--- config.mk ---
export PLATFORM = sky130hd
export DESIGN_NAME = audiodac_nco_wavegen
export DESIGN_NICKNAME = d
export VERILOG_FILES = /design/src/rtl/audiodac_nco_wavegen.sv
export SDC_FILE = /design/constraint.sdc
export NUM_CORES = 1
export LEC_CHECK = 0
export BUFFER_PORTS_ARGS = -buffer_cell sky130_fd_sc_hd__buf_4
export CORE_ASPECT_RATIO = 1.75
export CORE_MARGIN = 2
export CORE_UTILIZATION = 25
export CTS_CLUSTER_DIAMETER = 50
export DETAILED_ROUTE_END_ITERATION = 8
export GPL_TIMING_DRIVEN = 1
export PLACE_DENSITY = 0.46
export SYNTH_ARGS = -nofsm -noshare
export SYNTH_HDL_FRONTEND = slang
export SYNTH_SLANG_ARGS = --single-unit
--- constraint.sdc ---
create_clock -name clk_i -period 5.3 [get_ports clk_i]
set_input_delay 0 -clock clk_i [delete_from_list [all_inputs] [get_ports clk_i]]
set_output_delay 0 -clock clk_i [all_outputs]
set_load 0.03 [all_outputs]
--- src/rtl/audiodac_nco_wavegen.sv ---
`default_nettype none
// +----------------------------------------------------------------------------+
// | audiodac_nco_wavegen: NCO test-tone source (sine/triangle/square/mute)     |
// | Revision: 1.0                                                              |
// +----------------------------------------------------------------------------+
module audiodac_nco_wavegen #(
  parameter int DATA_W  = 16,
  parameter int PHASE_W = 24,
  parameter int LUT_AW  = 6
) (
  input  logic               clk_i,
  input  logic               rst_n_i,
  input  logic               en_i,
  input  logic               data_rd_i,
  input  logic [PHASE_W-1:0] phase_inc_i,
  input  logic               phase_sync_i,
  input  logic [1:0]         mode_i,
  input  logic [3:0]         atten_i,
  input  logic               fmt_i,
  output logic [DATA_W-1:0]  data_o,
  output logic               valid_o
);

  localparam int N = 1 << LUT_AW;
  localparam logic [DATA_W-1:0] M_POS   = {1'b0, {(DATA_W-1){1'b1}}};
  localparam logic [DATA_W-1:0] ZERO_OB = {1'b1, {(DATA_W-1){1'b0}}};

  // Quarter-wave table evaluated at elaboration with a fixed-point (2^-30) Taylor series.
  function automatic logic [DATA_W-2:0] lut_entry(input int i);
    longint pih, x, x2, term, acc, m, v;
    pih  = 64'sd1686629713;
    x    = (pih * longint'(2 * i + 1)) / longint'(2 * N);
    x2   = (x * x) >>> 30;
    term = x;
    acc  = x;
    for (int k = 1; k <= 10; k++) begin
      term = -(((term * x2) >>> 30) / longint'((2 * k) * (2 * k + 1)));
      acc  = acc + term;
    end
    m = (longint'(1) <<< (DATA_W - 1)) - 1;
    v = (m * acc + (longint'(1) <<< 29)) >>> 30;
    return v[DATA_W-2:0];
  endfunction

  logic [DATA_W-2:0] lut [N];
  for (genvar gi = 0; gi < N; gi++) begin : g_lut
    assign lut[gi] = lut_entry(gi);
  end

  logic [PHASE_W-1:0] phase_q, phase_d;
  logic [DATA_W-1:0]  data_q, data_d;
  logic               valid_q, valid_d;

  logic [1:0]               w_q;
  logic [LUT_AW-1:0]        w_idx;
  logic [DATA_W-2:0]        w_f;
  logic [DATA_W-2:0]        w_lut_val;
  logic [DATA_W-1:0]        w_sin_mag, w_tri_mag;
  logic signed [DATA_W-1:0] w_s, w_a;
  logic [DATA_W-1:0]        w_wave;

  assign w_q       = phase_q[PHASE_W-1:PHASE_W-2];
  assign w_idx     = phase_q[PHASE_W-3 -: LUT_AW];
  assign w_f       = phase_q[PHASE_W-3 -: DATA_W-1];
  // Odd quadrants read the table backwards; N-1-idx is simply ~idx.
  assign w_lut_val = w_q[0] ? lut[~w_idx] : lut[w_idx];
  assign w_sin_mag = {1'b0, w_lut_val};
  assign w_tri_mag = {1'b0, (w_q[0] ? ~w_f : w_f)};

  always_comb begin
    w_s = '0;
    unique case (mode_i)
      2'd0:    w_s = w_q[1] ? -w_sin_mag : w_sin_mag;
      2'd1:    w_s = w_q[1] ? -w_tri_mag : w_tri_mag;
      2'd2:    w_s = w_q[1] ? -M_POS : M_POS;
      default: w_s = '0;
    endcase
  end

  assign w_a    = w_s >>> atten_i;
  assign w_wave = fmt_i ? w_a : {~w_a[DATA_W-1], w_a[DATA_W-2:0]};

  always_comb begin
    phase_d = phase_q;
    data_d  = data_q;
    valid_d = 1'b0;
    if (!en_i) begin
      phase_d = '0;
      data_d  = fmt_i ? '0 : ZERO_OB;
    end else begin
      valid_d = data_rd_i;
      if (data_rd_i) begin
        data_d = w_wave;
      end
      if (phase_sync_i) begin
        phase_d = '0;
      end else if (data_rd_i) begin
        phase_d = phase_q + phase_inc_i;
      end
    end
  end

  always_ff @(posedge clk_i) begin
    if (!rst_n_i) begin
      phase_q <= '0;
      data_q  <= ZERO_OB;
      valid_q <= 1'b0;
    end else begin
      phase_q <= phase_d;
      data_q  <= data_d;
      valid_q <= valid_d;
    end
  end

  assign data_o  = data_q;
  assign valid_o = valid_q;

endmodule
`default_nettype wire

==> impl_metrics.json, run 1 <==
{
  "status": "complete, no violations",
  "final_cell_mix": "104 x buf_4, 93 x nand2_1, 90 x nor2_1",
  "drive_gt1_share_pct": 14.9,
  "layout_commonest_cell": "buf_4",
  "critical_path_arrival_ns": 5.05,
  "synth_top_family_by_area": "compound AO/OA/AOI/OAI gates",
  "gr-total-overflow": 0,
  "min_period_ns": 4.86,
  "total_power_mw": 1.23,
  "yosysSeqAreaShare_pct": 10.7,
  "postSynthAreaPerCell_sq_um": 7.11,
  "row_count": 84,
  "met2_wirelength_mm": 18.6,
  "post_drt_via_cell_ratio": 5.92,
  "grt_pass1_wl_mm": 53.2,
  "hold_start": "en_i",
  "grtUsageTotal_pct": 21.8,
  "synth-edff-count": 0,
  "cp_slowest_cell": "a2111oi_0",
  "final_hold_viol_count": 0,
  "ys_warn_count": 0,
  "clock_latency_ns": 0.31,
  "hold_path.class": "input port to register",
  "core-area_sq_um": 30100,
  "routed.top_layer": "met4",
  "rr_worst_depth": 15,
  "path_class": "register to register",
  "setup_violations": 0,
  "final_max_slew_viol_count": 0,
  "tightest_slew_ns": 0.818,
  "timing.rr.end": "data_o[7]",
  "antenna_found_initial": 0,
  "leakage_nw": 3.37,
  "cp_max_fo": 11,
  "met3_length_mm": 1.59,
  "period_share_pct": 91.7,
  "synth_nets": 1152,
  "async_flop_share_pct": 0,
  "rsz0062_at_grt": "no",
  "place_congestion": 0.990,
  "drt-met1-wl_mm": 11.9,
  "dieHeight_microns": 235,
  "skew_ns": 0.00837,
  "powerDensity_nw_per_um2": 140,
  "dp_cells": 1483,
  "maxCapViolCount": 0,
  "synthAdderAreaFrac_pct": 6.81,
  "synthCells": 1075,
  "r2r_start": "phase_q[17]",
  "drt_first_iter_violations": 901,
  "die-area_sq_um": 32000,
  "crit_path_start_kind": "register",
  "clkSinkCount": 41,
  "antenna_cells": 0,
  "hpwl_mm": 27.5,
  "ant_nets": 0,
  "routedWlPerCell_microns": 23.8,
  "slowest_delay_ns": 0.75,
  "synth_flop_cell": "dfxtp_1",
  "synth_simple_gate_area_share_pct": 28.5,
  "ys_ff_latch": 41,
  "cts_buffers": 5,
  "die_w_microns": 136,
  "grt_max_degree": 84,
  "muxShareOfSynthArea_pct": 8.10,
  "crit_chain": "clkinv_1 > buf_4 > ha_1 > inv_1 > o22ai_1 > a2111oi_0 > buf_4 > o32ai_1 > nand3b_1 > or4b_4 > nor4_1 > o21ai_1 > mux4_2 > a2111oi_2 > nor3_1",
  "htree_levels": 2,
  "drc": 0,
  "firstDrtPassIters": 6,
  "finalNonFillerCells": 1492,
  "cts_tree": "done",
  "clk_pin_slew_worst_paths_ns": 0.07,
  "cts_root_buf": "clkbuf_16",
  "place.port_buffers": 52,
  "synth-compound-area-share_pct": 32.8,
  "synth_cell_types": 94,
  "min_path_cells": 3,
  "whs_endpoint": "data_o[0]",
  "vias": 8834,
  "postCtsSetupBuffers": 0,
  "finalSetupTns_ns": 0,
  "clk_path_buf_depth": 2,
  "max-vdd-ir-drop_v": 0.000162,
  "crit_required_ns": 5.49,
  "start_util_pct": 25.4,
  "io_pins": 53,
  "r2r_setup_slack_ns": 0.44,
  "first_global_vias": 8751,
  "synth_xor_area_share_pct": 5.14,
  "wl_mm": 35.4,
  "area_growth_pct": 14.5,
  "fmax_ghz": 0.206,
  "slew_headroom_pct": 44.1,
  "crit_top_cell": "buf_4",
  "worst_setup_path_end_kind": "register",
  "nets": 1181,
  "synth_area_sq_um": 7640
}
[cell type report]
| type | instances | area (sq um) |
|---|---|---|
| Multi-Input combinational cell | 910 | 6220 |
| Clock buffer | 5 | 125 |
| Clock inverter | 3 | 68.8 |
| Tap cell | 387 | 484 |
| Fill cell | 3358 | 21300 |
| Inverter | 36 | 135 |
| Timing Repair Buffer | 110 | 891 |
| Sequential cell | 41 | 826 |
[worst max-delay path, delay by kind of cell, from the launching register on]
family	cells	cell delay [ns]
adders and majority gates	1	0.34
AOI/OAI and AO/OA	5	1.52
DFF	1	0.33
and+or+nand+nor	4	1.22
buffers and inverters	4	0.77
muxes	1	0.54
[routing by layer]
layer,vias to the layer above,global-route usage (%)
li1,4107,-
met3,163,2.67
met4,0,17.2
met1,4163,21.2
met2,401,40.3
met5,-,0
[how the worst max path moves through the flow]
stage	cells past startpoint	start	to	slack, ns
CTS	15	phase_q[18]	data_o[7]	0.54
global placement	15	phase_q[17]	data_o[7]	0.44
detailed placement	15	phase_q[18]	data_o[7]	0.57
floorplan	18	phase_q[16]	data_o[7]	0.08
finish	15	phase_q[17]	data_o[7]	0.44
global route	15	phase_q[18]	data_o[0]	0.12
[flip-flops by register name (all words and copies together) (netlist names)]
name,cells
data_o,16
valid_o,1
phase_q,24
[power by group]
group,leakage (nW),internal (mW),switching (mW),total (mW)
logic,2.94,0.187,0.289,0.477
registers,0.335,0.317,0.0138,0.331
clock network,0.0944,0.272,0.147,0.419
total,3.37,0.776,0.450,1.23
[cell families after synthesis]
group,after synthesis
flip-flops,41
buffers and inverters,124
multiplexers,51
XOR/XNOR,44
AND/OR/NAND/NOR,417
adder cells (fa/ha/maj),41
AO/OA/AOI/OAI,357
[metrics by stage]
step / setup WS (ns) / area [sq um] / util, % / hold WS [ns]
CTS: 0.541 / 8750 / 29.1 / 0.0320
floorplan: 0.0753 / 7640 / - / 0.0619
detailed placement: 0.568 / 8540 / 28.4 / 0.230
finish: 0.438 / 8750 / 29.1 / 0.0353
global route: 0.119 / 8750 / 29.1 / 0.0732
global placement: 0.439 / 8540 / 28.4 / 0.221
[synthesized netlist by cell type, drive strengths merged, types with 8 or more instances]
| cell | n | area, sq um |
|---|---|---|
| nand2 | 94 | 355 |
| nor2 | 91 | 344 |
| o21ai | 69 | 345 |
| a21oi | 64 | 320 |
| buf | 51 | 330 |
| dfxtp | 41 | 821 |
| ha | 40 | 500 |
| clkbuf | 37 | 139 |
| mux2i | 36 | 360 |
| nand2b | 36 | 233 |
| nor2b | 36 | 225 |
| inv | 32 | 120 |
| xnor2 | 31 | 272 |
| nand3 | 30 | 150 |
| a211oi | 23 | 173 |
| nor3 | 22 | 110 |
| o211ai | 17 | 128 |
| nand4 | 16 | 106 |
| a31oi | 15 | 93.8 |
| and2 | 15 | 93.8 |
| o311ai | 14 | 130 |
| or3 | 14 | 87.6 |
| xor2 | 13 | 121 |
| a22oi | 12 | 90.1 |
| o22ai | 12 | 75.1 |
| o31ai | 12 | 90.1 |
| or2 | 12 | 75.1 |
| and3 | 10 | 62.6 |
| a221oi | 9 | 78.8 |
| mux4 | 8 | 180 |
| nor3b | 8 | 60.1 |
| o21a | 8 | 60.1 |
| o221ai | 8 | 70.1 |
[repair_timing]
item	CTS	global route
gates resized for setup	0	0
endpoints found under the hold margin	2	0
hold buffers	1	0
setup endpoints to repair	0	0
(Power assumes the default switching activity.)
==> run 2, diff against run 1 <==
Settings changed: CORE_MARGIN 2 to default.
==> impl_metrics.json, run 2 (synthesis results as in run 1) <==
{
  "cts_buffers": 5,
  "tightest_slew_ns": 1.08,
  "cts_root_buf": "clkbuf_16",
  "vias": 8923,
  "firstDrtPassIters": 5,
  "powerDensity_nw_per_um2": 135,
  "leakage_nw": 3.35,
  "max-vdd-ir-drop_v": 0.000303,
  "total_power_mw": 1.18,
  "cp_slowest_cell": "nor2_1",
  "clk_path_buf_depth": 2,
  "grt_max_degree": 52,
  "antenna_cells": 0,
  "path_class": "register to register",
  "worst_setup_path_end_kind": "register",
  "maxCapViolCount": 0,
  "post_drt_via_cell_ratio": 5.99,
  "final_max_slew_viol_count": 0,
  "grtUsageTotal_pct": 22.7,
  "fillers": 3313,
  "wl_mm": 35.4,
  "setup_violations": 0,
  "rsz0062_at_grt": "no",
  "fmax_ghz": 0.205,
  "cp_max_fo": 11,
  "final_hold_viol_count": 0,
  "design_area_sq_um": 8710,
  "die_w_microns": 134,
  "place.port_buffers": 52,
  "ant_nets": 0,
  "io_pins": 53,
  "drive_gt1_share_pct": 14.7,
  "clk_pin_slew_worst_paths_ns": 0.06,
  "crit_required_ns": 5.47,
  "first_global_vias": 8787,
  "placed_area_sq_um": 8520,
  "finalSetupTns_ns": 0,
  "cts_tree": "done",
  "drc": 0,
  "hold_path.class": "input port to register",
  "skew_ns": 0.00802,
  "top_register": "phase_q",
  "slew_headroom_pct": 27.9,
  "min_period_ns": 4.88,
  "pre_cts_slack_ns": 0.590,
  "drt_first_iter_violations": 887,
  "clock_latency_ns": 0.30,
  "period_share_pct": 92.1,
  "status": "complete, no violations",
  "gr-total-overflow": 0,
  "slowest_delay_ns": 0.82,
  "finish.utilization_pct": 29.0,
  "seqCellArea_sq_um": 826,
  "antenna_found_initial": 0,
  "area_growth_pct": 13.9,
  "critical_path_arrival_ns": 5.06,
  "finalNonFillerCells": 1489,
  "clkSinkCount": 41,
  "core-area_sq_um": 30100,
  "dp_cells": 1480,
  "crit_path_start_kind": "register",
  "nets": 1178,
  "crit_chain": "buf_4 > nor2_1 > o21ai_0 > or3_1 > nand4_1 > inv_1 > ha_1 > inv_1 > nor3b_1 > nor4b_2 > buf_4 > and4bb_2 > or3_1 > mux4_2 > a2111oi_2 > nor3_1",
  "hpwl_mm": 27.2,
  "dieHeight_microns": 233,
  "routedWlPerCell_microns": 23.8,
  "holdWs_ns": 0.0510,
  "row_count": 84,
  "start_util_pct": 25.4,
  "final_cell_mix": "101 x buf_4, 93 x nand2_1, 90 x nor2_1",
  "largest_reg_flops": 24,
  "layout_commonest_cell": "buf_4",
  "place_congestion": 1.05,
  "htree_levels": 2,
  "multi_input_area_sq_um": 6220,
  "die-area_sq_um": 31300,
  "fin_ws_ns": 0.418,
  "grt_pass1_wl_mm": 53.9
}
run 2: changes by cell type in the layout (fill, tap and decap cells not counted):
| cell | delta |
|---|---|
| bufinv_16 | -1 |
| clkbuf_8 | +1 |
| clkinvlp_4 | +1 |
| inv_6 | -1 |
| buf_4 | -3 |
run 2: power breakdown:
group	internal [mW]	switching, mW	total, mW	leakage [nW]
Clock	0.235	0.133	0.368	0.0831
Sequential	0.317	0.0138	0.331	0.335
Combinational	0.185	0.292	0.476	2.93
Total	0.737	0.438	1.18	3.35
run 2: final cells by class:
cell class / count / share of cell area [%]
clock buffer: 6 / 1.60
inverter: 36 / 1.55
clock inverter: 2 / 0.431
multi-input combinational: 910 / 71.4
tap: 387 / 5.56
timing repair buffer: 107 / 9.97
sequential: 41 / 9.48
run 2: what timing repair did:
item / CTS / global route
setup buffers: 0 / 0
hold buffers: 1 / 0
endpoints found under the setup margin: 0 / 0
resized for setup: 0 / 0
hold endpoints to repair: 2 / 0
run 2: path summary, 6_finish.rpt:
| check | from | endpoint | slack, ns | cells after the start |
|---|---|---|---|---|
| worst max-delay path | phase_q[21] | data_o[7] | 0.42 | 16 |
| worst min-delay path | en_i | data_o[0] | 0.05 | 3 |
| worst max register to register | phase_q[21] | data_o[7] | 0.42 | 16 |
| worst min register to register | data_o[13] | data_o[13] | 0.44 | 2 |
run 2: critical path, delay by kind of cell, from the launching register on:
| family | cells | cell delay, ns |
|---|---|---|
| adder cells (fa/ha/maj) | 1 | 0.22 |
| flip-flops | 1 | 0.52 |
| multiplexers | 1 | 0.52 |
| buffers and inverters | 4 | 0.58 |
| AND/OR/NAND/NOR | 8 | 2.35 |
| AO/OA/AOI/OAI | 2 | 0.55 |
run 2: metal layers:
metal | vias up | part of all wire [%] | GRT usage, %
met4 | 0 | 9.1 | 19.1
met5 | - | 0 | 0
met3 | 162 | 5.0 | 2.37
li1 | 4107 | - | -
met1 | 4213 | 34 | 22.6
met2 | 441 | 52 | 41.9
==> run 3, diff against run 2 <==
Settings changed: CTS_CLUSTER_SIZE from default to 14, PLACE_DENSITY 0.46 to 0.47.
==> impl_metrics.json, run 3 (synthesis results as in run 1) <==
{
  "status": "complete, no violations",
  "grt_pass1_wl_mm": 53.6,
  "skew_ns": 0.00923,
  "path_class": "register to register",
  "clkSinkCount": 41,
  "area_growth_pct": 13.5,
  "slowest_delay_ns": 0.74,
  "ctsResizeCount": 0,
  "layout_commonest_cell": "buf_4",
  "slew_headroom_pct": 41.9,
  "place.port_buffers": 52,
  "io_pins": 53,
  "pre_cts_slack_ns": 0.527,
  "cp_slowest_cell": "dfxtp_2",
  "hold_path.class": "input port to register",
  "top_register": "phase_q",
  "nets": 1180,
  "rsz0062_at_grt": "no",
  "cp_top_family": "simple AND/OR/NAND/NOR gates",
  "crit_buf_inv": 2,
  "cp.depth": 14,
  "leakage_nw": 3.34,
  "cts_buffers": 5,
  "postCtsSetupBuffers": 0,
  "die-area_sq_um": 31300,
  "rr_worst_depth": 14,
  "placed_area_sq_um": 8510,
  "holdWs_ns": 0.0474,
  "row_count": 84,
  "largest_reg_flops": 24,
  "multi_input_area_sq_um": 6220,
  "design_area_sq_um": 8670,
  "vias": 8914,
  "clk_pin_slew_worst_paths_ns": 0.07,
  "fmax_ghz": 0.204,
  "cts_root_buf": "clkbuf_16",
  "first_global_vias": 8881,
  "min_period_ns": 4.90,
  "grt_max_degree": 64,
  "final_hold_viol_count": 0,
  "post_drt_via_cell_ratio": 5.98,
  "max-vdd-ir-drop_v": 0.000165,
  "hpwl_mm": 27.5,
  "fin_ws_ns": 0.396,
  "crit_path_start_kind": "register",
  "final_max_slew_viol_count": 0,
  "period_share_pct": 92.5,
  "critical_path_arrival_ns": 5.07,
  "total_power_mw": 1.14,
  "firstDrtPassIters": 5,
  "seqCellArea_sq_um": 826,
  "gr-total-overflow": 0,
  "cts_tree": "done",
  "drc": 0,
  "clk_path_buf_depth": 2,
  "crit_required_ns": 5.46,
  "grtUsageTotal_pct": 22.7,
  "core-area_sq_um": 30100,
  "start_util_pct": 25.4,
  "antenna_cells": 0,
  "routedWlPerCell_microns": 23.8,
  "final_cell_mix": "105 x buf_4, 93 x nand2_1, 90 x nor2_1",
  "dieHeight_microns": 233,
  "worst_setup_path_end_kind": "register",
  "maxCapViolCount": 0,
  "drt_first_iter_violations": 650,
  "finalSetupTns_ns": 0,
  "min_path_cells": 3,
  "antenna_found_initial": 0,
  "ant_nets": 0,
  "wl_mm": 35.5,
  "clock_latency_ns": 0.31,
  "tightest_slew_ns": 0.861,
  "drive_gt1_share_pct": 14.9,
  "fillers": 3368,
  "place_congestion": 1.02,
  "powerDensity_nw_per_um2": 131,
  "cp_max_fo": 30,
  "setup_violations": 0,
  "die_w_microns": 134,
  "crit_chain": "inv_2 > ha_1 > nor2b_1 > a311oi_1 > or4_1 > and4_1 > nand4_2 > or4b_4 > nor4_1 > buf_4 > o21ai_0 > o211a_1 > a2111oi_0 > a211oi_1",
  "htree_levels": 2
}
run 3: cell types whose count changed in the layout (fill, tap and decap cells not counted):
cell | before | now
buf_4 | 101 | 105
buf_12 | 5 | 3
bufinv_16 | 1 | 0
clkinv_2 | 0 | 1
clkinv_4 | 0 | 1
clkinvlp_4 | 1 | 0
run 3: per-layer routing:
metal  wire length (microns)  track usage (%)  vias up
met4                    2890             16.9        0
met3                    1510             2.65      169
met2                   18800             43.3      395
met1                   12200             22.2     4245
met5                       0                0        -
li1                        -                -     4105
run 3: worst paths after layout:
check	slack [ns]	startpoint	to
worst max-delay path	0.40	phase_q[18]	data_o[8]
worst min-delay path	0.05	en_i	data_o[0]
worst max register to register	0.40	phase_q[18]	data_o[8]
worst min register to register	0.45	data_o[13]	data_o[13]
run 3: power by group:
group          leakage, nW  internal (mW)  switching, mW
Clock               0.0768          0.188          0.144
Sequential           0.335          0.317         0.0143
Combinational         2.93          0.185          0.289
Total                 3.34          0.690          0.447
run 3: cell type report:
class	instances	area share, %
inverters	36	1.56
well taps	387	5.58
clock inverters	2	0.159
repair buffers	109	9.90
clock buffers	6	1.60
flip-flops and latches	41	9.52
multi-input cells	910	71.7
run 3: what timing repair did:
action,CTS,global route
endpoints found under the setup margin,0,0
endpoints found under the hold margin,2,0
hold buffers,1,0
run 3: worst min-delay path, delay by kind of cell:
kind | cells | cell delay, ns
AO/OA/AOI/OAI | 2 | 0.16
buffers and inverters | 1 | 0.14
run 3: per-stage QoR:
| step | cells | util [%] |
|---|---|---|
| floorplan | 1075 | - |
| global placement | 1482 | 28.3 |
| detailed placement | 1482 | 28.3 |
| CTS | 1491 | 28.9 |
| global route | 1491 | 28.9 |
| finish | 1491 | 28.9 |
